<file path="config.mk">
export PLATFORM = sky130hd
export DESIGN_NAME = step_pulse_generator
export DESIGN_NICKNAME = d
export VERILOG_FILES = /design/src/rtl/step_pulse_generator.sv
export SDC_FILE = /design/constraint.sdc
export NUM_CORES = 1
export LEC_CHECK = 0
export BUFFER_PORTS_ARGS = -buffer_cell sky130_fd_sc_hd__buf_2
export CAP_MARGIN = 25
export CELL_PAD_IN_SITES_DETAIL_PLACEMENT = 2
export CELL_PAD_IN_SITES_GLOBAL_PLACEMENT = 2
export CORE_ASPECT_RATIO = 1.75
export CORE_MARGIN = 2
export CORE_UTILIZATION = 32
export DETAILED_ROUTE_END_ITERATION = 8
export HOLD_SLACK_MARGIN = 0.12
export MAX_ROUTING_LAYER = met4
export PLACE_DENSITY = 0.69
export SKIP_CTS_REPAIR_TIMING = 1
export SLEW_MARGIN = 20
export SYNTH_ARGS = -nofsm -noshare
export SYNTH_HDL_FRONTEND = slang
export SYNTH_SLANG_ARGS = --single-unit
</file>
<file path="constraint.sdc">
create_clock -name clock -period 1.75 [get_ports clock]
set_input_delay 0.0875 -clock clock [delete_from_list [all_inputs] [get_ports clock]]
set_output_delay 0.0875 -clock clock [all_outputs]
set_load 0.03 [all_outputs]
</file>
<file path="src/rtl/step_pulse_generator.sv">
// Registered step-pulse burst generator: emits N fixed-width pulses on command.
// Optional abort input is enabled by defining STEP_PULSE_ABORT_EN.
module step_pulse_generator #(
  parameter int unsigned SIZE        = 4,
  parameter int unsigned HIGH_CYCLES = 500,
  parameter int unsigned LOW_CYCLES  = 500
) (
  input  logic            clock,
  input  logic            reset,
  input  logic            start,
  input  logic [SIZE-1:0] count,
`ifdef STEP_PULSE_ABORT_EN
  input  logic            abort,
`endif
  output logic            busy,
  output logic            done,
  output logic            step,
  output logic [SIZE-1:0] remaining
);

  localparam int unsigned MAX_CYCLES = (HIGH_CYCLES > LOW_CYCLES) ? HIGH_CYCLES : LOW_CYCLES;
  localparam int unsigned TW         = $clog2(MAX_CYCLES + 1);
  localparam logic [TW-1:0] HIGH_LOAD = TW'(HIGH_CYCLES - 1);
  localparam logic [TW-1:0] LOW_LOAD  = TW'(LOW_CYCLES - 1);

  localparam logic [1:0] IDLE = 2'd0;
  localparam logic [1:0] HIGH = 2'd1;
  localparam logic [1:0] LOW  = 2'd2;
  localparam logic [1:0] DONE = 2'd3;

  logic [1:0]    state;
  logic [TW-1:0] timer;
  logic          abortReq;

`ifdef STEP_PULSE_ABORT_EN
  assign abortReq = abort;
`else
  assign abortReq = 1'b0;
`endif

  always_ff @(posedge clock or posedge reset) begin
    if (reset) begin
      state     <= IDLE;
      timer     <= '0;
      step      <= 1'b0;
      busy      <= 1'b0;
      done      <= 1'b0;
      remaining <= '0;
    end else begin
      done <= 1'b0;
      case (state)
        IDLE: begin
          if (start) begin
            if (count != '0) begin
              state     <= HIGH;
              step      <= 1'b1;
              busy      <= 1'b1;
              remaining <= count - 1'b1;
              timer     <= HIGH_LOAD;
            end else begin
              state <= DONE;
              done  <= 1'b1;
            end
          end
        end
        HIGH: begin
          // An abort cuts the pulse short but still runs a full low period.
          if (timer == '0 || abortReq) begin
            state <= LOW;
            step  <= 1'b0;
            timer <= LOW_LOAD;
            if (abortReq) remaining <= '0;
          end else begin
            timer <= timer - 1'b1;
          end
        end
        LOW: begin
          if (abortReq) remaining <= '0;
          if (timer == '0) begin
            if (remaining == '0 || abortReq) begin
              state <= DONE;
              busy  <= 1'b0;
              done  <= 1'b1;
            end else begin
              state     <= HIGH;
              step      <= 1'b1;
              remaining <= remaining - 1'b1;
              timer     <= HIGH_LOAD;
            end
          end else begin
            timer <= timer - 1'b1;
          end
        end
        DONE: state <= IDLE;
        default: state <= IDLE;
      endcase
    end
  end

endmodule
</file>
==> results.yml, run 1 <==
clock_tree:
  root_buffer: "clkbuf_8"
  clockBufferDepth: 2
  path_clk_slew_ns: 0.08
  htree_levels: 1
  clkLatencyLatePin_ns: 0.26
  cts_buffers: 3
  clock_sink_count: 18
  cts_tree: "done"
timing:
  period_needed_ns: 1.93
  post-route-worst-setup-slack_ns: -0.184
  relSlewSlack_pct: 48.2
  fin_crit_sh_pct: 111
  max_freq_mhz: 517
  final-max-slew-violation-count: 0
  hold_violations: 0
  setup_viol: 18
  tightestPinTransition_ns: 0.776
  clock_skew_ns: 0.00156
  rsz0062_at_grt: "yes"
floorplanning:
  core_mm2: 0.00366
  rows: 29
  die_w_um: 50.9
  dieHeight_um: 86.1
  dieArea_mm2: 0.00438
  start_util_pct: 33.6
  io_pins: 14
cells_and_area:
  antenna_cells: 0
  layout.nets: 208
  syn_to_final_growth_pct: 66.6
  final_util_pct: 56.0
  drive_gt1_share_pct: 58.0
power:
  p_per_area_mw_per_mm2: 395
  ir_drop_v: 0.000397
  leakagePower_nw: 0.927
grt:
  antenna_found_initial: 0
  grt_pass1_vias: 1479
  grt_max_degree: 19
  grt_pass1_wl_um: 7400
  grt_overflow: 0
  globalRouteTotalUtil_pct: 23.5
synth:
  yosysSeqAreaShare_pct: 36.6
  ys.flop_type: "dfrtp_1"
  synth_top_area_cell: "dfrtp_1"
  ys_seq_elements: 18
  yosysWarnings: 0
  synthArstFlopShare_pct: 100
  synth_area_per_cell_um2: 9.69
  synth_edf_count: 0
  synth_top_area_share_pct: 36.6
  ys_types: 46
  synthesis.area_mm2: 0.00123
  synth_cells: 127
  synth_nets: 141
  synth_area_leaders: "dfrtp_1, ha_1, mux2i_1, inv_1, nor2b_1"
  synth_common_cells: "dfrtp_1, inv_1, nand2_1, nor2_1, ha_1"
  yosysMostFrequentCell: "dfrtp_1"
route:
  drt-total-wl_um: 6130
  drt_pass1_iterations: 6
  vias: 1405
  viasPerCell: 5.88
  antenna_left: 0
  drt-initial-drc-count: 46
  wl_per_cell_um: 25.7
  drc: 0
worst_hold_path:
  hold_class: "primary input to flip-flop"
outcome:
  status: "complete, but fails checks"
  violations: "negative setup slack"
placed_design:
  gp_congestion: 0.790
  dpl.hpwl_um: 3670
  port_buffers: 13
  pre_cts_ws_ns: -0.248
critical_path:
  cp-start-kind: "flip-flop"
  critPathRequiredTime_ns: 1.91
  endpoint_kind: "flip-flop"
  cp.arrival_ns: 2.09
  crit_type: "flip-flop to flip-flop"
  critical_path.max_stage_delay_ns: 0.53
  path_max_fanout: 5
  slowest_stage: "or4b_4"
  crit_chain: "inv_2 > ha_4 > or4b_4 > o21ai_4 > nor2_1 > o31ai_1"
flow_run:
  cap_violations: 0
-- power by group --
| group | switching [W] | internal, W | total, W |
|---|---|---|---|
| clock | 0.000163 | 0.000201 | 0.000364 |
| combinational | 0.0000218 | 0.00000935 | 0.0000311 |
| sequential | 0 | 0.000415 | 0.000415 |
| total | 0.000185 | 0.000625 | 0.000810 |
-- placed cells by master (no fill, tap or decap), types with 3 or more instances in the layout --
cell type / n
a21o_1: 3
a21oi_1: 4
buf_2: 14
buf_4: 41
buf_6: 8
clkbuf_8: 4
dfrtp_1: 18
ha_4: 5
inv_1: 5
inv_2: 4
nand2_1: 6
nand4_1: 4
nor2_1: 7
nor2b_1: 3
nor3_1: 4
nor4_1: 3
-- registers in the layout, summed over array words and instances (netlist names) --
| signal | flops |
|---|---|
| timer | 9 |
| remaining | 4 |
| busy | 1 |
| done | 1 |
| step | 1 |
| state | 2 |
-- routing by layer --
layer,GRT usage (%),routed length (um),vias to the layer above
li1,-,-,614
met1,21.1,2080,718
met2,48.2,3600,51
met3,1.74,205,22
met4,8.85,244,0
met5,-,0,-
-- worst max-delay path: cells and delay by family (launching register included) --
| family | cells | cell delay [ns] |
|---|---|---|
| buf+inv | 1 | 0.08 |
| compound gates | 2 | 0.58 |
| flops | 1 | 0.40 |
| fa+ha+maj | 1 | 0.13 |
| simple gates | 2 | 0.63 |
-- logic make-up after synthesis --
kind of cell             synth area share, %
buffers and inverters                   4.47
AND/OR/NAND/NOR                         22.3
adder cells (fa/ha/maj)                 7.11
flip-flops                              36.6
multiplexers                            5.39
AO/OA/AOI/OAI                           23.5
XOR/XNOR                               0.712
-- area by class of cell --
type / count / area, um^2
fill: 355 / 1610
tap: 46 / 57.6
inverter: 9 / 33.8
timing repair buffer: 65 / 493
clock buffer: 4 / 55.1
multi-input combinational: 97 / 961
sequential: 18 / 450
-- final timing paths --
path,start,end,slack [ns],cells past startpoint
worst max register to register,timer[0],timer[5],-0.18,6
max in group asynchronous,reset,remaining[0],0.75,3
worst max-delay path,timer[0],timer[5],-0.18,6
worst min register to register,busy,busy,0.50,1
min in group asynchronous,reset,timer[1],0.51,3
worst min-delay path,start,done,0.14,3
-- metrics by stage --
stage               std cells  TNS [ns]  instance area, um^2  total power (W)  hold WS [ns]
floorplan                 127    -0.166                 1260         0.000433        0.0261
global placement          223    -0.925                 1660         0.000449         0.252
detailed placement        223     -1.86                 1660         0.000450         0.262
CTS                       227     -2.22                 1710         0.000806       -0.0201
global route              239     -2.82                 2050         0.000830         0.156
finish                    239     -1.65                 2050         0.000810         0.142
No activity file was read; power rests on OpenSTA's default activity.
==> run 2, diff against run 1 <==
Settings changed: SKIP_CTS_REPAIR_TIMING 1 to not set.
Clock period 1.75 ns to 1.6 ns, I/O delays scaled along.
==> run 2 against run 1 <==
The run now fails in global routing. Area after synthesis unchanged. Synthesized cell count unchanged.
==> results.yml, run 2 <==
outcome:
  status: "aborted with a tool error"
  stop_stage: "global routing"
  error: "[ERROR DPL-0033] detailed placement checks failed during check placement."
synth:
  ys_seq_elements: 18
  ys.flop_type: "dfrtp_1"
  synth_nets: 141
  yosysMostFrequentCell: "dfrtp_1"
  yosysSeqAreaShare_pct: 36.6
  synth_top_area_cell: "dfrtp_1"
  synth_cells: 127
  synth_edf_count: 0
  synth_common_cells: "dfrtp_1, inv_1, nand2_1, nor2_1, ha_1"
  synth_area_per_cell_um2: 9.69
  synthesis.area_mm2: 0.00123
  synth_top_area_share_pct: 36.6
  yosysWarnings: 0
  synth_area_leaders: "dfrtp_1, ha_1, mux2i_1, inv_1, nor2b_1"
  ys_types: 46
  synthArstFlopShare_pct: 100
floorplanning:
  rows: 29
  io_pins: 14
  start_util_pct: 33.6
  die_w_um: 50.9
  dieHeight_um: 86.1
grt:
  antenna_found_initial: 0
  grt_max_degree: 19
clock_tree:
  clockBufferDepth: 2
  htree_levels: 1
  cts_buffers: 3
  root_buffer: "clkbuf_8"
  clock_sink_count: 18
timing:
  worstEndpointType: "register data pin"
  crit_endpoint: "busy$_DFFE_PP0P_/D"
placed_design:
  gp_congestion: 0.841
  dpl.hpwl_um: 4090
  port_buffers: 13
[run 2: per-stage QoR]
stage	cells	hold WS [ns]	setup TNS, ns	setup WS [ns]	cell area, um^2
CTS	248	0.151	-3.62	-0.300	2140
detailed placement	229	0.149	-4.64	-0.339	1730
floorplan	127	0.0186	-1.56	-0.260	1280
global placement	229	0.116	-2.98	-0.255	1730
[run 2: logic make-up after synthesis]
logic type	synth area share [%]
flip-flops	36.6
multiplexers	5.39
buffers and inverters	4.47
AO/OA/AOI/OAI	23.5
XOR/XNOR	0.712
AND/OR/NAND/NOR	22.3
adder cells (fa/ha/maj)	7.11
[run 2: repair_timing]
item / CTS
gates resized for setup: 47
cloned: 1
setup endpoints to repair: 18
setup buffers: 14
endpoints found under the hold margin: 18
pin swaps: 20
hold buffers: 1
==> run 3, diff against run 2 <==
Settings changed: CELL_PAD_IN_SITES_DETAIL_PLACEMENT 2 to not set, CELL_PAD_IN_SITES_GLOBAL_PLACEMENT 2 to not set, CORE_AREA set to 2 2 63 65, CORE_ASPECT_RATIO 1.75 to not set, CORE_MARGIN 2 to not set, CORE_UTILIZATION 32 to not set, DIE_AREA set to 0 0 65 67, HOLD_SLACK_MARGIN 0.12 to not set, MAX_ROUTING_LAYER met4 to not set, PLACE_DENSITY 0.69 to not set, PLACE_DENSITY_LB_ADDON set to 0.15.
Clock period 1.6 ns to 2.08 ns, I/O delays scaled along.
==> run 3 against run 2 <==
The flow now finishes without violations.
==> results.yml, run 3 (same netlist as run 1, synthesis figures left out) <==
outcome:
  status: "finished, final reports clean"
cells_and_area:
  largest_reg_flops: 9
  layout_common_cells: "dfrtp_1, buf_2, buf_4, inv_1, nor2_1"
  largestRegisters: "timer (9), remaining (4), state (2)"
  syn_to_final_growth_pct: 23.5
  antenna_cells: 0
  drive_gt1_share_pct: 29.0
  layout_commonest_cell: "dfrtp_1"
  top_register: "timer"
  stdcell_count: 203
  layout.nets: 170
route:
  wl_per_cell_um: 14.6
  drt_pass1_iterations: 4
  vias: 1101
  drt-total-wl_um: 2970
  drc: 0
  drt-initial-drc-count: 95
  antenna_left: 0
  viasPerCell: 5.42
flow_run:
  cap_violations: 0
timing:
  setup_viol: 0
  relSlewSlack_pct: 53.6
  post-route-worst-setup-slack_ns: 0.0789
  hold_violations: 0
  clock_skew_ns: 0.00486
  fin_crit_sh_pct: 96.2
  rsz0062_at_grt: "yes"
  period_needed_ns: 2.00
  tightestPinTransition_ns: 0.695
  max_freq_mhz: 500
  final-max-slew-violation-count: 0
placed_design:
  numPlacedInstances: 194
  pre_cts_ws_ns: 0.0572
  gp_congestion: 0.768
  dpl.hpwl_um: 2180
  port_buffers: 13
power:
  leakagePower_nw: 0.700
  ir_drop_v: 0.000163
  p_per_area_mw_per_mm2: 439
grt:
  grt_pass1_wl_um: 4880
  antenna_found_initial: 0
  grt_overflow: 0
  grt_max_degree: 19
  globalRouteTotalUtil_pct: 14.7
  grt_pass1_vias: 1040
floorplanning:
  rows: 22
  dieArea_mm2: 0.00436
  die_w_um: 65
  core_mm2: 0.00361
  start_util_pct: 34.1
  dieHeight_um: 67
  io_pins: 14
critical_path:
  path_max_fanout: 5
  critPathRequiredTime_ns: 2.23
  crit_type: "flip-flop to flip-flop"
  cp-start-kind: "flip-flop"
  critical_path.max_stage_delay_ns: 0.54
  endpoint_kind: "flip-flop"
  slowest_stage: "or4b_4"
  crit_chain: "inv_1 > ha_2 > or4b_4 > o21ai_4 > nand3_2 > mux2_4"
  cp.arrival_ns: 2.15
clock_tree:
  root_buffer: "clkbuf_8"
  htree_levels: 1
  clkLatencyLatePin_ns: 0.25
  clock_sink_count: 18
  cts_buffers: 3
  path_clk_slew_ns: 0.08
  clockBufferDepth: 2
  cts_tree: "done"
worst_hold_path:
  hold_class: "primary input to flip-flop"
## run 3: worst paths after layout
check                               end  cells after the start      from  slack, ns
max                        remaining[0]                      6  timer[1]       0.08
min                        remaining[3]                      3  count[3]       0.14
max reg2reg                remaining[0]                      6  timer[1]       0.08
min reg2reg                        step                      1      step       0.49
max in group asynchronous          step                      3     reset       1.15
min in group asynchronous          busy                      3     reset       0.49
## run 3: critical path: cells and delay by family (launching register included)
family	cells	cell delay (ns)
adders and majority gates	1	0.23
DFF	1	0.42
muxes	1	0.32
AOI/OAI and AO/OA	1	0.18
and+or+nand+nor	2	0.66
buffers and inverters	1	0.09
## run 3: power breakdown
group / switching, W / internal [W]
Combinational: 0.0000135 / 0.00000753
Clock: 0.000129 / 0.000168
Sequential: 0 / 0.000350
Total: 0.000143 / 0.000525
## run 3: per-layer routing
metal | GRT usage [%] | vias up | part of all wire (%)
met5 | 0 | - | 0
met4 | 6.12 | 0 | 0.77
met3 | 2.20 | 2 | 4.3
met2 | 24.1 | 33 | 47
met1 | 19.1 | 523 | 48
li1 | - | 543 | -
## run 3: cell type report
class | count | area (um^2)
Clock buffer | 4 | 55.1
Fill cell | 361 | 2090
Inverter | 9 | 33.8
Multi-Input combinational cell | 97 | 748
Sequential cell | 18 | 450
Tap cell | 48 | 60.1
Timing Repair Buffer | 27 | 173
## run 3: metrics by stage
stage          setup TNS (ns)  utilization, %  total power [W]  area (um^2)  hold WS [ns]
2_1_floorplan               0               -         0.000364         1230        0.0426
3_3_place_gp                0            38.9         0.000377         1400         0.252
3_5_place_dp                0            38.9         0.000377         1400         0.256
4_1_cts                     0            40.7         0.000675         1470         0.145
5_1_grt               -0.0202            42.2         0.000696         1520         0.162
6_report                    0            42.2         0.000668         1520         0.145
## run 3: timing repair
action | in CTS | in global routing
hold buffers | 1 | 0
resized for setup | 0 | 6
buffers inserted | 0 | 4
hold endpoints to repair | 18 | 0
endpoints found under the setup margin | 0 | 13
==> run 4, diff against run 3 <==
Settings changed: REMOVE_ABC_BUFFERS set to 1.
==> run 4 against run 3 <==
Die area unchanged. Sequential share of layout area down 0.39 points. Clock power about the same. Combinational power is 2% higher. Utilization grew 0.56 points. Global-route usage grew 1.1 points. Final cell count is 0.49% lower. Critical path type unchanged. Critical endpoint is now timer[2]. Largest cell class unchanged.
==> results.yml, run 4 (same netlist as run 1, synthesis figures left out) <==
route:
  viasPerCell: 5.44
  drt_pass1_iterations: 4
  drc: 0
  wl_per_cell_um: 15.3
  drt-total-wl_um: 3080
  vias: 1098
  antenna_left: 0
  drt-initial-drc-count: 67
critical_path:
  path_depth: 7
  r2r_cells: 7
  path_buf_inv: 2
  cp-start-kind: "flip-flop"
  endpoint_kind: "flip-flop"
  critical_path.max_stage_delay_ns: 0.41
  path_max_fanout: 5
  slowest_stage: "nor2b_1"
  path_delay_family: "compound AO/OA/AOI/OAI gates"
  cp.arrival_ns: 2.11
  critPathRequiredTime_ns: 2.22
  r2r_slack_ns: 0.11
  crit_chain: "inv_1 > ha_1 > nor2b_1 > a211oi_4 > buf_4 > a31o_2 > a22o_1"
  crit_type: "flip-flop to flip-flop"
power:
  pwr-share-clk_pct: 44.3
  switching_share_pct: 21.1
  pwr-share-seq_pct: 52.5
  total_power_w: 0.000666
  p_int_w: 0.000525
  leakagePower_nw: 0.696
  ir_drop_v: 0.000222
  switching_power_w: 0.000141
  p_per_area_mw_per_mm2: 433
  pwr-share-comb_pct: 3.2
timing:
  setup_viol: 0
  relSlewSlack_pct: 53.0
  final-max-slew-violation-count: 0
  period_needed_ns: 1.97
  clock_skew_ns: 0.00485
  max_freq_mhz: 507
  hold_violations: 0
  fin_crit_sh_pct: 94.9
  tightestPinTransition_ns: 0.704
cells_and_area:
  layout.nets: 169
  largest_reg_flops: 9
  top_register: "timer"
  fillerInstances: 345
  syn_to_final_growth_pct: 25.1
  largestRegisters: "timer (9), remaining (4), state (2)"
  drive_gt1_share_pct: 28.6
  layout_commonest_cell: "dfrtp_1"
  antenna_cells: 0
  stdcell_count: 202
  layout_common_cells: "dfrtp_1, buf_2, buf_4, inv_1"
worst_hold_path:
  hold_class: "primary input to flip-flop"
  holdPathStages: 3
grt:
  grt_overflow: 0
  antenna_found_initial: 0
  grt_pass1_vias: 1050
  grt_pass1_wl_um: 5220
  grt_max_degree: 19
  globalRouteTotalUtil_pct: 15.8
outcome:
  status: "finished, final reports clean"
floorplanning:
  dieHeight_um: 67
  core_mm2: 0.00361
  rows: 22
  die_w_um: 65
  start_util_pct: 34.1
  io_pins: 14
  dieArea_mm2: 0.00436
clock_tree:
  cts_tree: "done"
  cts_buffers: 3
  htree_levels: 1
  clockBufferDepth: 2
  clock_sink_count: 18
  clkLatencyLatePin_ns: 0.25
  root_buffer: "clkbuf_8"
  path_clk_slew_ns: 0.08
placed_design:
  port_buffers: 13
  numPlacedInstances: 195
  gp_congestion: 0.801
  dpl.hpwl_um: 2300
flow_run:
  cap_violations: 0
## run 4: worst min-delay path, cell delays in order
cell and delay (ns):
buf_2 0.11, nand4_1 0.07, o2bb2ai_1 0.07
## run 4: path summary, 6_finish.rpt
kind / from / endpoint
worst min-delay path: count[3] / remaining[3]
worst min register to register: step / step
worst max-delay path: state[0] / timer[2]
worst max register to register: state[0] / timer[2]
min in group asynchronous: reset / remaining[1]
max in group asynchronous: reset / timer[1]
## run 4: repair_timing
item	in CTS	in global routing
resized for setup	0	9
endpoints found under the hold margin	18	0
setup endpoints to repair	0	15
hold buffers	1	0
buffers inserted	0	2
## run 4: area by class of cell
class / instances / area [um^2] / area share [%]
clock buffer: 4 / 55.1 / 3.57
inverter: 9 / 33.8 / 2.19
multi-input combinational: 97 / 776 / 50.4
timing repair buffer: 26 / 165 / 10.7
tap: 48 / 60.1 / 3.90
sequential: 18 / 450 / 29.2
## run 4: power groups by stage
stage               Combinational [W]  Clock [W]  Sequential [W]
floorplan                  0.00000794          0        0.000357
CTS                         0.0000219   0.000305        0.000350
global route                0.0000245   0.000326        0.000350
finish                      0.0000215   0.000295        0.000350
detailed placement          0.0000205          0        0.000357
global placement            0.0000201          0        0.000357
## run 4: stage by stage
stage	setup TNS, ns	hold WS (ns)	setup slack [ns]	utilization (%)	area, um^2
6_report	0	0.132	0.106	42.7	1540
5_1_grt	-0.00441	0.152	-0.00441	42.7	1540
4_1_cts	0	0.131	0.0620	40.9	1480
3_5_place_dp	0	0.258	0.0747	39.1	1410
3_3_place_gp	0	0.259	0.106	39.1	1410
2_1_floorplan	0	0.0426	0.177	-	1210
## run 4: metal layers
layer	vias up	wire length [um]	global-route usage (%)
met1	541	1450	20.3
li1	540	-	-
met2	15	1520	26.4
met3	2	88	2.87
met4	0	23	5.32
met5	-	0	0
